**src/rtl/pipe_hazard_unit.sv**
```systemverilog
// In-flight result tracker for the execute/memory/writeback pipe: youngest-first operand
// forwarding, load-use stall generation and register-file writeback from the last stage.
module pipe_hazard_unit #(
    parameter int DBITS               = 32,
    parameter int REG_INDEX_BIT_WIDTH = 4,
    parameter int NSTAGES             = 2,
    parameter int LD_STAGE            = NSTAGES
) (
    input  logic                           clk,
    input  logic                           reset,
    input  logic                           ex_valid,
    input  logic                           ex_regWrite,
    input  logic                           ex_isLoad,
    input  logic [REG_INDEX_BIT_WIDTH-1:0] ex_dstReg,
    input  logic [DBITS-1:0]               ex_data,
    input  logic                           flush,
    input  logic                           use1,
    input  logic                           use2,
    input  logic [REG_INDEX_BIT_WIDTH-1:0] sr1,
    input  logic [REG_INDEX_BIT_WIDTH-1:0] sr2,
    input  logic [DBITS-1:0]               rf1,
    input  logic [DBITS-1:0]               rf2,
    input  logic [DBITS-1:0]               ld_data,
    output logic [DBITS-1:0]               fwd1,
    output logic [DBITS-1:0]               fwd2,
    output logic                           stall,
    output logic                           wb_wrtEn,
    output logic [REG_INDEX_BIT_WIDTH-1:0] wb_dr,
    output logic [DBITS-1:0]               wb_data
);

    logic                           e_valid     [1:NSTAGES];
    logic                           e_reg_write [1:NSTAGES];
    logic [REG_INDEX_BIT_WIDTH-1:0] e_dst       [1:NSTAGES];
    logic [DBITS-1:0]               e_data      [1:NSTAGES];
    logic                           e_ready     [1:NSTAGES];

    logic hazard1;
    logic hazard2;
    logic cap_valid;

    // Scan oldest to youngest so the youngest matching stage overrides older ones.
    function automatic void resolve(
        input  logic [REG_INDEX_BIT_WIDTH-1:0] src,
        input  logic [DBITS-1:0]               rf,
        output logic [DBITS-1:0]               val,
        output logic                           haz
    );
        val = rf;
        haz = 1'b0;
        for (int k = NSTAGES; k >= 1; k--) begin
            if (e_valid[k] && e_reg_write[k] && (e_dst[k] == src)) begin
                if (e_ready[k]) begin
                    val = e_data[k];
                    haz = 1'b0;
                end else if (k < LD_STAGE) begin
                    val = e_data[k];
                    haz = 1'b1;
                end else begin
                    val = ld_data;
                    haz = 1'b0;
                end
            end
        end
    endfunction

    always_comb begin
        fwd1    = rf1;
        fwd2    = rf2;
        hazard1 = 1'b0;
        hazard2 = 1'b0;
        resolve(sr1, rf1, fwd1, hazard1);
        resolve(sr2, rf2, fwd2, hazard2);
    end

    assign stall     = ex_valid & ~flush & ((use1 & hazard1) | (use2 & hazard2));
    assign cap_valid = ex_valid & ~flush & ~stall;

    always_comb begin
        wb_wrtEn = e_valid[NSTAGES] & e_reg_write[NSTAGES];
        wb_dr    = '0;
        wb_data  = '0;
        if (wb_wrtEn) begin
            wb_dr   = e_dst[NSTAGES];
            wb_data = e_ready[NSTAGES] ? e_data[NSTAGES] : ld_data;
        end
    end

    // The pipe never holds: a stall only turns the incoming slot into a bubble.
    always_ff @(posedge clk) begin
        if (reset) begin
            for (int k = 1; k <= NSTAGES; k++) begin
                e_valid[k]     <= 1'b0;
                e_reg_write[k] <= 1'b0;
                e_dst[k]       <= '0;
                e_data[k]      <= '0;
                e_ready[k]     <= 1'b1;
            end
        end else begin
            e_valid[1]     <= cap_valid;
            e_reg_write[1] <= cap_valid & ex_regWrite;
            e_dst[1]       <= ex_dstReg;
            e_data[1]      <= ex_data;
            e_ready[1]     <= ~ex_isLoad;
            for (int k = 1; k < NSTAGES; k++) begin
                e_valid[k+1]     <= e_valid[k];
                e_reg_write[k+1] <= e_reg_write[k];
                e_dst[k+1]       <= e_dst[k];
                if ((k == LD_STAGE) && !e_ready[k]) begin
                    e_data[k+1]  <= ld_data;
                    e_ready[k+1] <= 1'b1;
                end else begin
                    e_data[k+1]  <= e_data[k];
                    e_ready[k+1] <= e_ready[k];
                end
            end
        end
    end

endmodule

```
**config.mk**
```make
export PLATFORM = sky130hd
export DESIGN_NAME = pipe_hazard_unit
export DESIGN_NICKNAME = d
export VERILOG_FILES = /design/src/rtl/pipe_hazard_unit.sv
export SDC_FILE = /design/constraint.sdc
export NUM_CORES = 1
export LEC_CHECK = 0
export CAP_MARGIN = 20
export CORE_ASPECT_RATIO = 0.5
export CORE_MARGIN = 2
export CORE_UTILIZATION = 40
export CTS_CLUSTER_DIAMETER = 30
export DETAILED_ROUTE_END_ITERATION = 8
export PLACE_DENSITY_LB_ADDON = 0.05
export SYNTH_ARGS = -nofsm -noshare
export SYNTH_HDL_FRONTEND = slang
export SYNTH_SLANG_ARGS = --single-unit
```
**constraint.sdc**
```tcl
create_clock -name clk -period 2.8 [get_ports clk]
set_input_delay 0.42 -clock clk [delete_from_list [all_inputs] [get_ports clk]]
set_output_delay 0.42 -clock clk [all_outputs]
set_load 0.01 [all_outputs]
```
==> results.sh <==
export IMPL_site_row_count=27
export IMPL_floorplan_io_pins=250
export IMPL_clk_path_buf_depth=2
export IMPL_dp_hpwl_microns=12610
export IMPL_mappedNetlistArea_sq_um=4633
export IMPL_place_ws_ns=-0.2540
export IMPL_p_total_w=0.003090
export IMPL_dr_pass1_iters=5
export IMPL_worst_setup_sp="sr1[3]"
export IMPL_initialDrtViolationCount=335
export IMPL_grt_total_usage_pct=28.52
export IMPL_synthFlopType="sky130_fd_sc_hd__dfxtp_1"
export IMPL_synth_lib_cells_used_distinct=25
export IMPL_place_gp_congestion=0.8934
export IMPL_clk_transition_reported_paths_ns=0.06
export IMPL_ctsHoldBuffers=0
export IMPL_start_kind="primary input"
export IMPL_yosysSeqAreaShare_pct=33.70
export IMPL_power_density_nw_per_um2=386.9
export IMPL_wirelength_per_cell_microns=20.18
export IMPL_full_die_area_sq_um=12510
export IMPL_post_dr_vias_cell=5.747
export IMPL_holdCritStartpoint="e_reg_write[1]"
export IMPL_number_of_pins_with_negative_max_slew_slack_in_the_final_report=0
export IMPL_critical_path_reg2reg_startpoint="e_dst[1][3]"
export IMPL_route_detailed_drc=0
export IMPL_layout_worst_path_cycle_share_pct=97.74
export IMPL_fp_dieH_microns=80.10
export IMPL_syn_to_final_growth_pct=72.40
export IMPL_global_route_overflow_total=0
export IMPL_grt_start_max_net_pins=43
export IMPL_antenna_violations_before_repair=0
export IMPL_path_class="primary input to primary output"
export IMPL_ys_ff_latch=78
export IMPL_sequential_cell_area_sq_um=1564
export IMPL_finish_net_count=907
export IMPL_top_cells_by_area_in_the_synthesized_netlist="sky130_fd_sc_hd__dfxtp_1 34%, sky130_fd_sc_hd__a32o_1 14%, sky130_fd_sc_hd__o2bb2ai_1 12%"
export IMPL_timing_critical_path_required_ns=2.38
export IMPL_outcome="completed"
export IMPL_period_minus_slack_ns=2.737
export IMPL_n_fill_cell=918
export IMPL_edff_count_synth=0
export IMPL_clock_skew_final_ns=0.006064
export IMPL_wirelength_microns=18340
export IMPL_synth_yosys_warnings=0
export IMPL_setup_worst_path_end_class="primary output"
export IMPL_relSlewSlack_pct=45.83
export IMPL_syn_num_nets=660
export IMPL_clock_root_buffer="sky130_fd_sc_hd__clkbuf_16"
export IMPL_layout_drive_gt1_share_pct=11.26
export IMPL_fin_tns_setup_ns=0
export IMPL_synth_cells=512
export IMPL_drt_antenna_violating_nets=0
export IMPL_via_count=5224
export IMPL_leakage_nw=3.195
export IMPL_initial_core_util_pct=41.56
export IMPL_clk_insertion_delay_late_ns=0.33
export IMPL_clock_tree_htree_level_count=3
export IMPL_core_region_area_sq_um=11150
export IMPL_fmax_mhz=365.4
export IMPL_die_span_in_x_microns=156.2
export IMPL_worstPathMaxFanout=22
export IMPL_clock_sinks=78
export IMPL_footprint_of_the_multi_input_gates_sq_um=2873
export IMPL_grt_pass1_vias=4975
export IMPL_leading_post_synthesis_cells_by_instance_count="78 x sky130_fd_sc_hd__dfxtp_1, 75 x sky130_fd_sc_hd__nor2b_1, 64 x sky130_fd_sc_hd__a21oi_1, 64 x sky130_fd_sc_hd__a32o_1, 64 x sky130_fd_sc_hd__o2bb2ai_1"
export IMPL_worst_max_slew_pin_slew_ns=0.8125
export IMPL_cap_viol_max_count=0
export IMPL_clock_tree_from_tritoncts="done"
export IMPL_netlist_top_cell_by_area="sky130_fd_sc_hd__dfxtp_1"
export IMPL_mean_instance_size_in_the_synthesized_netlist_sq_um=9.049
export IMPL_hold_viol_final=0
export IMPL_grt_first_pass_wirelength_microns=27460
export IMPL_irDropWorstVdd_v=0.0002847
export IMPL_num_antenna_cells=0
export IMPL_holdCritPathClass="flop to flop"
export IMPL_timing_final_ws_setup_ns=0.06333
export IMPL_finish_stage_setup_viols=0
export IMPL_cp_data_arrival_time_ns=2.32
export IMPL_synthArstFlopShare_pct=0
export IMPL_yosys_cell_count_top_type="sky130_fd_sc_hd__dfxtp_1"
export IMPL_post_synth_top_area_fraction_pct=33.70
export IMPL_tritoncts_num_buffers=9
export IMPL_place_port_buffers=249
-- path summary, 6_finish.rpt --
kind                            slack, ns              to  depth (start not counted)
worst max-delay path                 0.06        fwd1[17]                          7
worst min register to register       0.47  e_reg_write[2]                          1
worst min-delay path                 0.47  e_reg_write[2]                          1
worst max register to register       1.18  e_reg_write[1]                          5
-- cells in the final DEF (no fill, tap or decap), types with 2 or more instances in the layout --
cell type                         netlist  final
sky130_fd_sc_hd__a21oi_1               64     64
sky130_fd_sc_hd__a32o_1                64     64
sky130_fd_sc_hd__and2_4                 0      2
sky130_fd_sc_hd__and3_1                 4      4
sky130_fd_sc_hd__buf_12                 0     14
sky130_fd_sc_hd__buf_4                  3     26
sky130_fd_sc_hd__buf_6                  3      2
sky130_fd_sc_hd__bufbuf_16              0      3
sky130_fd_sc_hd__clkbuf_16              0      9
sky130_fd_sc_hd__clkbuf_8               0      4
sky130_fd_sc_hd__clkdlybuf4s50_1        0    184
sky130_fd_sc_hd__clkinv_2               0      2
sky130_fd_sc_hd__dfxtp_1               78     76
sky130_fd_sc_hd__dfxtp_2                0      2
sky130_fd_sc_hd__dlygate4sd2_1          0     54
sky130_fd_sc_hd__dlymetal6s2s_1         0      9
sky130_fd_sc_hd__inv_1                  3      3
sky130_fd_sc_hd__mux2i_1               32     32
sky130_fd_sc_hd__nand2b_1               2      2
sky130_fd_sc_hd__nand3_1                2      2
sky130_fd_sc_hd__nor2_1                34     32
sky130_fd_sc_hd__nor2_4                 0      5
sky130_fd_sc_hd__nor2b_1               75     75
sky130_fd_sc_hd__nor3_4                 4      4
sky130_fd_sc_hd__o2bb2ai_1             64     63
sky130_fd_sc_hd__xor2_1                16      8
sky130_fd_sc_hd__xor2_2                 0      8
-- cell type report --
class / count / area share [%]
Tap cell: 145 / 2.271
Clock buffer: 13 / 3.509
Sequential cell: 78 / 19.58
Timing Repair Buffer: 294 / 38.03
Multi-Input combinational cell: 373 / 35.96
Clock inverter: 3 / 0.5013
Inverter: 3 / 0.1410
-- per-stage QoR --
step	instance area (sq um)	utilization, %	std cells	hold slack, ns
after floorplan	4633	-	512	0.4379
after global placement	7480	67.09	883	0.4463
after detailed placement	7480	67.09	883	0.4540
after CTS	7939	71.21	908	0.4723
after global routing	7988	71.65	909	0.4934
final	7988	71.65	909	0.4699
-- logic make-up (layout without fill, tap and decap cells) --
| kind of cell | after synthesis | count (layout) | synth area share (%) |
|---|---|---|---|
| flip-flops | 78 | 78 | 33.70 |
| AND/OR/NAND/NOR | 128 | 129 | 16.15 |
| multiplexers | 32 | 32 | 6.913 |
| AO/OA/AOI/OAI | 196 | 196 | 33.54 |
| XOR/XNOR | 16 | 16 | 3.024 |
| buffers and inverters | 62 | 313 | 6.670 |
-- layer usage --
metal,up-vias,global-route usage (%),part of all wire (%)
li1,2424,-,-
met5,-,0,0
met3,24,8.473,9.4
met2,276,48.01,46
met4,0,6.789,1.6
met1,2500,36.26,43
-- flip-flops by register name, indices dropped and copies added, names as in the netlist --
register / count
e_data: 64
e_dst: 8
e_ready: 2
e_reg_write: 2
e_valid: 2
-- worst max-delay path, cell delays in order --
cell and delay [ns]:
sky130_fd_sc_hd__clkdlybuf4s50_1 0.52, sky130_fd_sc_hd__xor2_1 0.24, sky130_fd_sc_hd__nor3_4 0.08, sky130_fd_sc_hd__bufbuf_16 0.31, sky130_fd_sc_hd__a32o_1 0.26, sky130_fd_sc_hd__o2bb2ai_1 0.16
sky130_fd_sc_hd__dlygate4sd2_1 0.32
-- power by group --
| group | internal, W | switching (W) | total, W |
|---|---|---|---|
| registers | 0.00116 | 0.0000365 | 0.00120 |
| logic | 0.000379 | 0.000283 | 0.000662 |
| clock network | 0.000785 | 0.000445 | 0.00123 |
-- repair_timing --
item                                   in CTS  in global routing
buffers inserted                            5                  1
endpoints found under the hold margin       0                  0
setup endpoints to repair                  65                 16
gates cloned                                4                  0
pin swaps                                   7                  3
gates resized for setup                    67                 14
No activity file was read; power rests on OpenSTA's default activity.
